**src/rtl/mac_mul_seq_if.sv**
```systemverilog
// Operand/result handshake bundle for the sequential lane multiplier.
// The master drives requests and consumes results; the slave is the multiplier.
interface mac_mul_seq_if #(
   parameter int MAC_CONF_WIDTH = 3,
   parameter int MAC_MIN_WIDTH  = 8,
   parameter int MAC_INT_WIDTH  = 5*MAC_MIN_WIDTH
) ();
   logic                       en;
   logic                       in_valid;
   logic                       in_ready;
   logic [MAC_CONF_WIDTH-1:0]  cfg;
   logic [4*MAC_MIN_WIDTH-1:0] A;
   logic [MAC_MIN_WIDTH-1:0]   B;
   logic                       out_valid;
   logic                       out_ready;
   logic [MAC_INT_WIDTH-1:0]   C;
   logic                       busy;

   modport master (
      output en, in_valid, cfg, A, B, out_ready,
      input  in_ready, out_valid, C, busy
   );

   modport slave (
      input  en, in_valid, cfg, A, B, out_ready,
      output in_ready, out_valid, C, busy
   );
endinterface

```
**src/rtl/mac_mul_seq.sv**
```systemverilog
// Sequential unsigned multiplier: one W x W multiplier is reused over 1, 2 or 4
// lanes of A, accumulating shifted partial products into a registered result.
module mac_mul_seq #(
   parameter int MAC_CONF_WIDTH = 3,
   parameter int MAC_MIN_WIDTH  = 8,
   parameter int MAC_INT_WIDTH  = 5*MAC_MIN_WIDTH
) (
   input  logic          clk,
   input  logic          rst,
   mac_mul_seq_if.slave  bus
);
   localparam int W  = MAC_MIN_WIDTH;
   localparam int IW = MAC_INT_WIDTH;

   localparam logic [1:0] MAC_SINGLE = 2'b00;
   localparam logic [1:0] MAC_DUAL   = 2'b01;
   localparam logic [1:0] MAC_QUAD   = 2'b10;

   localparam logic [1:0] ST_IDLE = 2'd0;
   localparam logic [1:0] ST_MUL  = 2'd1;
   localparam logic [1:0] ST_DONE = 2'd2;

   logic          rst_meta_r;
   logic          rst_sync_r;
   logic [1:0]    state_r;
   logic [1:0]    state_nxt_s;
   logic [4*W-1:0] a_r;
   logic [4*W-1:0] a_nxt_s;
   logic [W-1:0]  b_r;
   logic [W-1:0]  b_nxt_s;
   logic [1:0]    mode_r;
   logic [1:0]    mode_nxt_s;
   logic [1:0]    cnt_r;
   logic [1:0]    cnt_nxt_s;
   logic [IW-1:0] acc_r;
   logic [IW-1:0] acc_nxt_s;
   logic [IW-1:0] c_r;
   logic [IW-1:0] c_nxt_s;
   logic          out_valid_r;
   logic          busy_r;
   logic [W-1:0]  lane_s;
   logic [2*W-1:0] prod_s;
   logic [IW-1:0] term_s;

   // Index of the final beat for a given precision mode.
   function automatic logic [1:0] last_beat(input logic [1:0] mode);
      case (mode)
         MAC_SINGLE: last_beat = 2'd0;
         MAC_DUAL:   last_beat = 2'd1;
         MAC_QUAD:   last_beat = 2'd3;
         default:    last_beat = 2'd0;
      endcase
   endfunction

   function automatic logic mode_ok(input logic [1:0] mode);
      mode_ok = (mode == MAC_SINGLE) || (mode == MAC_DUAL) || (mode == MAC_QUAD);
   endfunction

   assign lane_s = a_r[int'(cnt_r)*W +: W];
   assign prod_s = {{W{1'b0}}, lane_s} * {{W{1'b0}}, b_r};
   assign term_s = {{(IW-2*W){1'b0}}, prod_s} << (int'(cnt_r)*W);

   assign bus.in_ready  = (state_r == ST_IDLE) && bus.en && rst_sync_r;
   assign bus.out_valid = out_valid_r;
   assign bus.busy      = busy_r;
   assign bus.C         = c_r;

   // Reset synchroniser: assertion is immediate, release lands on a clean edge.
   always_ff @(posedge clk or negedge rst) begin
      if (!rst) begin
         rst_meta_r <= 1'b0;
         rst_sync_r <= 1'b0;
      end else begin
         rst_meta_r <= 1'b1;
         rst_sync_r <= rst_meta_r;
      end
   end

   // Next-state, operand capture and accumulate; en=0 holds everything.
   always_comb begin
      state_nxt_s = state_r;
      a_nxt_s     = a_r;
      b_nxt_s     = b_r;
      mode_nxt_s  = mode_r;
      cnt_nxt_s   = cnt_r;
      acc_nxt_s   = acc_r;
      c_nxt_s     = c_r;
      if (bus.en) begin
         case (state_r)
            ST_IDLE: begin
               if (bus.in_valid) begin
                  a_nxt_s    = bus.A;
                  b_nxt_s    = bus.B;
                  mode_nxt_s = bus.cfg[1:0];
                  acc_nxt_s  = {IW{1'b0}};
                  cnt_nxt_s  = 2'd0;
                  // Unknown precision codes skip the multiply and report zero.
                  if (mode_ok(bus.cfg[1:0])) begin
                     state_nxt_s = ST_MUL;
                  end else begin
                     state_nxt_s = ST_DONE;
                     c_nxt_s     = {IW{1'b0}};
                  end
               end else begin
                  state_nxt_s = ST_IDLE;
               end
            end
            ST_MUL: begin
               acc_nxt_s = acc_r + term_s;
               if (cnt_r == last_beat(mode_r)) begin
                  state_nxt_s = ST_DONE;
                  c_nxt_s     = acc_r + term_s;
               end else begin
                  cnt_nxt_s = cnt_r + 2'd1;
               end
            end
            ST_DONE: begin
               if (bus.out_ready) begin
                  state_nxt_s = ST_IDLE;
               end else begin
                  state_nxt_s = ST_DONE;
               end
            end
            default: state_nxt_s = ST_IDLE;
         endcase
      end else begin
         state_nxt_s = state_r;
      end
   end

   // State and datapath registers; flags are registered from the next state.
   always_ff @(posedge clk or negedge rst_sync_r) begin
      if (!rst_sync_r) begin
         state_r     <= ST_IDLE;
         a_r         <= {(4*W){1'b0}};
         b_r         <= {W{1'b0}};
         mode_r      <= 2'b00;
         cnt_r       <= 2'd0;
         acc_r       <= {IW{1'b0}};
         c_r         <= {IW{1'b0}};
         out_valid_r <= 1'b0;
         busy_r      <= 1'b0;
      end else begin
         state_r     <= state_nxt_s;
         a_r         <= a_nxt_s;
         b_r         <= b_nxt_s;
         mode_r      <= mode_nxt_s;
         cnt_r       <= cnt_nxt_s;
         acc_r       <= acc_nxt_s;
         c_r         <= c_nxt_s;
         out_valid_r <= (state_nxt_s == ST_DONE);
         busy_r      <= (state_nxt_s != ST_IDLE);
      end
   end
endmodule

```
**src/flat_wrapper.sv**
```systemverilog
// flat-port wrapper written by rule: the top's interface ports become plain ports
module mac_mul_seq_flat 
#(
   parameter int MAC_CONF_WIDTH = 3,
   parameter int MAC_MIN_WIDTH  = 8,
   parameter int MAC_INT_WIDTH  = 5*MAC_MIN_WIDTH
)
  (clk, rst, bus_en, bus_in_valid, bus_cfg, bus_A, bus_B, bus_out_ready, bus_in_ready, bus_out_valid, bus_C, bus_busy);
  mac_mul_seq_if #(.MAC_CONF_WIDTH(MAC_CONF_WIDTH), .MAC_MIN_WIDTH(MAC_MIN_WIDTH), .MAC_INT_WIDTH(MAC_INT_WIDTH)) bus_i ();
  input  logic clk;
  input  logic rst;
  input wire logic [$bits(bus_i.en)-1:0] bus_en;
  input wire logic [$bits(bus_i.in_valid)-1:0] bus_in_valid;
  input wire logic [$bits(bus_i.cfg)-1:0] bus_cfg;
  input wire logic [$bits(bus_i.A)-1:0] bus_A;
  input wire logic [$bits(bus_i.B)-1:0] bus_B;
  input wire logic [$bits(bus_i.out_ready)-1:0] bus_out_ready;
  output wire logic [$bits(bus_i.in_ready)-1:0] bus_in_ready;
  output wire logic [$bits(bus_i.out_valid)-1:0] bus_out_valid;
  output wire logic [$bits(bus_i.C)-1:0] bus_C;
  output wire logic [$bits(bus_i.busy)-1:0] bus_busy;
  assign bus_i.en = bus_en;
  assign bus_i.in_valid = bus_in_valid;
  assign bus_i.cfg = bus_cfg;
  assign bus_i.A = bus_A;
  assign bus_i.B = bus_B;
  assign bus_i.out_ready = bus_out_ready;
  assign bus_in_ready = bus_i.in_ready;
  assign bus_out_valid = bus_i.out_valid;
  assign bus_C = bus_i.C;
  assign bus_busy = bus_i.busy;
  mac_mul_seq #(.MAC_CONF_WIDTH(MAC_CONF_WIDTH), .MAC_MIN_WIDTH(MAC_MIN_WIDTH), .MAC_INT_WIDTH(MAC_INT_WIDTH)) u_core (.clk(clk), .rst(rst), .bus(bus_i));
endmodule
```
**config.mk**
```make
export PLATFORM = sky130hd
export DESIGN_NAME = mac_mul_seq_flat
export DESIGN_NICKNAME = d
export VERILOG_FILES = /design/src/rtl/mac_mul_seq_if.sv /design/src/rtl/mac_mul_seq.sv /design/src/flat_wrapper.sv
export SDC_FILE = /design/constraint.sdc
export NUM_CORES = 1
export LEC_CHECK = 0
export ABC_CLOCK_PERIOD_IN_PS = 4400
export CAP_MARGIN = 20
export CELL_PAD_IN_SITES_DETAIL_PLACEMENT = 0
export CELL_PAD_IN_SITES_GLOBAL_PLACEMENT = 1
export CORE_MARGIN = 2
export CORE_UTILIZATION = 41
export DETAILED_ROUTE_END_ITERATION = 8
export MAX_ROUTING_LAYER = met4
export PLACE_DENSITY_LB_ADDON = 0.1
export SLEW_MARGIN = 40
export SYNTH_ARGS = -nofsm -noshare
export SYNTH_HDL_FRONTEND = slang
export SYNTH_SLANG_ARGS = --single-unit
```
**constraint.sdc**
```tcl
create_clock -name clk -period 4.4 [get_ports clk]
set_clock_uncertainty 0.2 [all_clocks]
set_input_delay 0.88 -clock clk [delete_from_list [all_inputs] [get_ports clk]]
set_output_delay 0.88 -clock clk [all_outputs]
set_load 0.02 [all_outputs]
```
==> impl_results.md, run 1 <==
- Initial antenna violation count: 0
- Layout cells sized above 1: 36.56%
- GRT Overall Usage: between 20% and 30%
- Sequential cell area fraction in the yosys report: between 30% and 40%
- Root buf cell: clkbuf_16
- Slowest cell on crit path: mux4_2
- Routed met1 length: 14330 µm
- First-pass GRT wire length: 49840 µm
- Slew HR: 52.43%
- Clk_lat worst skew: 0.43 ns
- Hpwl dp: 23550 µm
- Die Y: 161.3 µm
- Post-synth EDFFs: 0
- DR top layer: met4
- Worst path most repeated cell: fa_1
- GRT overflow: 0
- Die area: 26010 µm²
- Clock sink count: 130
- Setup Slack @ Placement: -3.251 ns
- Seq cells post-synth: 130
- Critical path required time: between 4 and 5 ns
- Final worst path period share: 170.5%
- Synth cell types: 67
- Pin count of the biggest net entering global routing: 59
- Unrepaired setup endpoints after global routing: yes
- Layout Nets: 1564
- Met3 WL: 1058 µm
- Setup TNS: -181.43 ns
- Num ports: between 90 and 100
- Synth Net Count: approximately 1.3k
- Core ar.: 24320 µm²
- Final wirelength: 31380 µm
- DR vias: 9192
- Fill cells: 2122
- Commonest non-fill, non-tap cells in the layout: 242 x buf_4, 129 x dfrtp_1, 126 x nand2_1
- Fin. Hold Viols: 0
- Worst EP arrival: 7.62 ns
- Routed length on met2: 15420 µm
- Most common cell after layout, fill and taps aside: buf_4
- Max Cap Violations: 0
- H-tree levels: 4
- Min Hold Slack: roughly 0.11 ns
- Final setup vio count: 74
- Syn Area/Cell: approximately 9.3 µm²
- Row cnt: 57
- Antenna viol nets, final: 0
- Post-route setup slack: -3.103 ns
- IO buf count: 89
- Area delta synth->final: 46.26%
- Vias in the first global route: ~9.3k
- Drt via density: 5.289
- DRT Pass-1 Iters: 5
- Outcome: finished, violations left
- TritonCTS clock tree: done
- Final Max Slew Viols: 0
- Remaining DRCs: 0
- Initial Util: 41.70%
- Final Util: 60.99%
- Failing checks: setup timing
- Critical path class: reg -> reg
- DRT iter0 DRCs: 558
- Routability congestion estimate: 0.9290
- Fmax achieved: 133.3 MHz
- Ys async rst share: 100.0%
- Min cycle time layout: 7.503 ns
- Cell count after synthesis: 1092
- Hold crit path type: reg -> async
- Die Wd: 161.3 µm
- Peak per-stage delay on the critical path: 0.57 ns
- Crit path max fanout: 8
- Worst setup EP type: flop
- Diode count: 0
- Total CTS buffers: 17
- Post-Syn Area: between 10000 and 15000 µm²
- Prevailing post-synth register cell: dfrtp_1
- Synth warn: 0
- Clock slew at reported path FFs: 0.07 ns
- Clk buf depth: 2
- Actual slew at the worst max-slew pin: 0.7109 ns
- Routed length per instance: 18.06 µm
- Setup crit start kind: flop
[per-layer routing]
layer  vias up  GRT usage [%]
li1       4485              -
met3        39          3.467
met2       168          41.71
met5         -              -
met1      4500          32.58
met4         0          6.737
[stage by stage]
stage | instance area (µm²) | std cells
4_1_cts | 14400 | 1730
3_3_place_gp | 13180 | 1685
3_5_place_dp | 13180 | 1685
2_1_floorplan | 10320 | 1092
6_report | 14830 | 1738
5_1_grt | 14830 | 1738
[area by class of cell]
cell class	instances	area (µm²)	share of cell area, %
multi-input cells	836	7380	49.76
flip-flops and latches	130	3257	21.96
repair buffers	349	2928	19.74
clock buffers	17	425.4	2.868
well taps	324	405.4	2.733
inverters	67	251.5	1.696
clock inverters	15	185.2	1.249
[cells by family after synthesis]
family | Yosys count | synth area share, %
DFF | 130 | 32.08
other | 1 | 0.03698
adders and majority gates | 115 | 16.93
AOI/OAI and AO/OA | 278 | 18.85
xor gates and xnor gates | 45 | 3.887
and+or+nand+nor | 336 | 15.77
muxes | 61 | 7.625
buffers and inverters | 126 | 4.824
[synthesized netlist by cell type, types with 8 or more instances]
cell	count	area, µm²
nor2_1	60	225.2
mux2_2	50	563.0
a211oi_1	9	67.56
clkbuf_1	49	183.9
and2_1	57	356.6
nand3_1	15	75.07
nor2b_1	11	68.82
a22o_1	14	122.6
nor3_1	15	75.07
fa_1	37	740.7
o211ai_1	8	60.06
ha_1	78	975.9
nand4_1	11	68.82
dfrtp_1	130	3253
a21oi_1	61	305.3
a21o_1	21	157.7
and3_1	9	56.30
o31ai_1	51	382.9
nand2_1	132	495.5
xor2_1	14	122.6
o21ai_0	44	220.2
o21a_1	9	67.56
inv_1	67	251.5
mux4_2	8	180.2
xnor2_1	31	271.5
[critical path, delay by kind of cell, from the launching register on]
family,cells,cell delay [ns]
AOI/OAI and AO/OA,9,1.68
and+or+nand+nor,5,0.69
muxes,2,0.90
buffers and inverters,7,0.88
DFF,1,0.39
xor gates and xnor gates,1,0.22
adders and majority gates,6,2.44
[worst paths after layout]
kind | start | end | slack, ns | depth (start not counted)
setup / recovery | u_core.cnt_r[0] | u_core.acc_r[39] | -3.10 | 30
hold / removal | u_core.rst_sync_r | u_core.acc_r[9] | 0.11 | 0
setup reg to reg | u_core.cnt_r[0] | u_core.acc_r[39] | -3.10 | 30
hold reg to reg | u_core.rst_sync_r | u_core.acc_r[9] | 0.11 | 0
max in group asynchronous | u_core.rst_sync_r | u_core.b_r[5] | 2.43 | 3
min in group clk | u_core.rst_meta_r | u_core.rst_sync_r | 0.15 | 0
[repair_timing]
item / 4_1_cts / 5_1_grt
buffers inserted: 14 / 10
hold buffers: 0 / 0
hold endpoints to repair: 0 / 0
pin swaps: 63 / 51
gates cloned: 0 / 0
setup endpoints to repair: 73 / 74
gates resized for setup: 105 / 71
[state kept, by name, indices dropped and copies added, names as in the netlist]
| register | count |
|---|---|
| u_core.bus.busy | 1 |
| u_core.cnt_r | 2 |
| u_core.acc_r | 40 |
| u_core.mode_r | 2 |
| u_core.a_r | 32 |
| u_core.rst_meta_r | 1 |
| u_core.state_r | 2 |
| u_core.bus.C | 40 |
| u_core.b_r | 8 |
| u_core.rst_sync_r | 1 |
| u_core.bus.out_valid | 1 |
Power of run 1 is not shown: default switching activity piles up to over one toggle a cycle in this logic, so the estimate is an artifact.
==> run 2, diff against run 1 <==
--- a/config.mk
+++ b/config.mk
@@ -12,8 +12,10 @@
 export CORE_MARGIN = 2
 export CORE_UTILIZATION = 41
 export DETAILED_ROUTE_END_ITERATION = 8
+export GPL_ROUTABILITY_DRIVEN = 0
 export MAX_ROUTING_LAYER = met4
 export PLACE_DENSITY_LB_ADDON = 0.1
+export RECOVER_POWER = 25
 export SLEW_MARGIN = 40
 export SYNTH_ARGS = -nofsm -noshare
 export SYNTH_HDL_FRONTEND = slang
==> impl_results.md, run 2 (synthesis gave the netlist of run 1 again) <==
- Family with the most delay on the worst path: adder cells
- Buffers and inverters on the worst path: 6
- Crit path max fanout: 8
- Diode count: 0
- Clk_lat worst skew: 0.44 ns
- Initial Util: 41.70%
- DRT Pass-1 Iters: 5
- Antenna viol nets, final: 0
- Setup Slack @ Placement: -3.318 ns
- First-pass GRT wire length: approximately 52000 µm
- H-tree levels: 4
- Row cnt: between 50 and 60
- Critical path required time: 4.55 ns
- Hpwl dp: around 23000 µm
- Clock slew at reported path FFs: about 0.070 ns
- Final worst path period share: 170.7%
- Max Cap Violations: 1
- Post-route setup slack: -3.111 ns
- GRT overflow: 0
- Setup TNS: -183.43 ns
- Area delta synth->final: 51.14%
- Outcome: finished, violations left
- IO buf count: approximately 90
- Worst path most repeated cell: fa_1
- Layout Nets: roughly 1.6k
- Die area: 26010 µm²
- Setup crit start kind: flop
- Min cycle time layout: around 7.5 ns
- Slew HR: -7.495%
- TritonCTS clock tree: done
- Actual slew at the worst max-slew pin: roughly 1.6 ns
- Num ports: 91
- Most common cell after layout, fill and taps aside: buf_4
- Initial antenna violation count: 0
- Clk buf depth: 2
- Final wirelength: about 32000 µm
- Final Non-Filler Cells: 1756
- GRT Overall Usage: 26.05%
- Commonest non-fill, non-tap cells in the layout: 242 x buf_4, 130 x dfrtp_1, 124 x nand2_1
- Slowest cell on crit path: mux4_2
- Fmax achieved: 133.1 MHz
- Failing checks: capacitance limit, slew limit, setup timing
- Worst EP arrival: about 7.7 ns
- Die Wd: 161.3 µm
- Final Max Slew Viols: 39
- Core ar.: 24320 µm²
- Worst setup EP type: flop
- Pin count of the biggest net entering global routing: between 50 and 60
- Root buf cell: clkbuf_16
- DR vias: roughly 9.5k
- Drt via density: 5.391
- Layout cells sized above 1: 39.94%
- Clock sink count: 130
- Die Y: 161.3 µm
- Final Util: 63.02%
- DRT iter0 DRCs: 626
- Routed length per instance: around 18 µm
- Remaining DRCs: 0
- Hold crit path type: reg -> reg
- Vias in the first global route: 9686
- Total CTS buffers: 17
- Unrepaired setup endpoints after global routing: yes
- Peak per-stage delay on the critical path: 0.60 ns
- Final setup vio count: 72
- Critical path class: reg -> reg
- Post-Place Cells: roughly 1.7k
- Fin. Hold Viols: 0
-- run 2: layout make-up --
| cell class | instances | area (µm²) |
|---|---|---|
| Fill cell | 2000 | 8992 |
| Clock inverter | 15 | 158.9 |
| Multi-Input combinational cell | 836 | 7717 |
| Sequential cell | 130 | 3253 |
| Timing Repair Buffer | 367 | 3115 |
| Inverter | 67 | 251.5 |
| Tap cell | 324 | 405.4 |
| Clock buffer | 17 | 425.4 |
-- run 2: final timing paths --
kind                                    from  slack [ns]           endpoint  depth (start not counted)
max                          u_core.cnt_r[0]       -3.11   u_core.bus.C[27]                         29
min                        u_core.rst_meta_r        0.15  u_core.rst_sync_r                          0
max reg2reg                  u_core.cnt_r[0]       -3.11   u_core.bus.C[27]                         29
min reg2reg                u_core.rst_meta_r        0.15  u_core.rst_sync_r                          0
max in group asynchronous  u_core.rst_sync_r        1.06      u_core.b_r[0]                          2
min in group asynchronous                rst        0.47  u_core.rst_meta_r                          1
-- run 2: what timing repair did --
action | CTS | global route
setup buffers | 29 | 16
setup endpoints to repair | 74 | 74
hold buffers | 0 | 0
pin swaps | 99 | 50
gates resized for setup | 190 | 68
gates cloned | 0 | 0
-- run 2: through the flow --
stage	hold slack (ns)	cell area [µm²]
3_5_place_dp	0.1343	13190
2_1_floorplan	0.1311	10320
4_1_cts	0.1406	14890
6_report	0.1549	15330
3_3_place_gp	0.1288	13190
5_1_grt	0.1717	15330
-- run 2: worst reg2reg max path: cells and delay by family (launching register included) --
kind	cells	cell delay [ns]
xor+xnor	1	0.17
flops	1	0.39
simple gates	6	0.64
compound gates	7	1.56
buf+inv	6	0.82
fa+ha+maj	6	2.42
mux	3	1.20
-- run 2: metal layers --
metal  wire [µm]  GRT usage [%]
met3        1319          3.878
met5           0              -
met1       14280          33.61
met2       15850          42.66
met4         880          7.955
Power of run 2 is left out for the same reason.
==> run 3, diff against run 2 <==
--- a/config.mk
+++ b/config.mk
@@ -16,7 +16,6 @@
 export MAX_ROUTING_LAYER = met4
 export PLACE_DENSITY_LB_ADDON = 0.1
 export RECOVER_POWER = 25
-export SLEW_MARGIN = 40
 export SYNTH_ARGS = -nofsm -noshare
 export SYNTH_HDL_FRONTEND = slang
 export SYNTH_SLANG_ARGS = --single-unit
==> results of run 3 <==
The final DEF is identical to that of run 2; final timing and power are the same.
Power of run 3 is left out for the same reason.
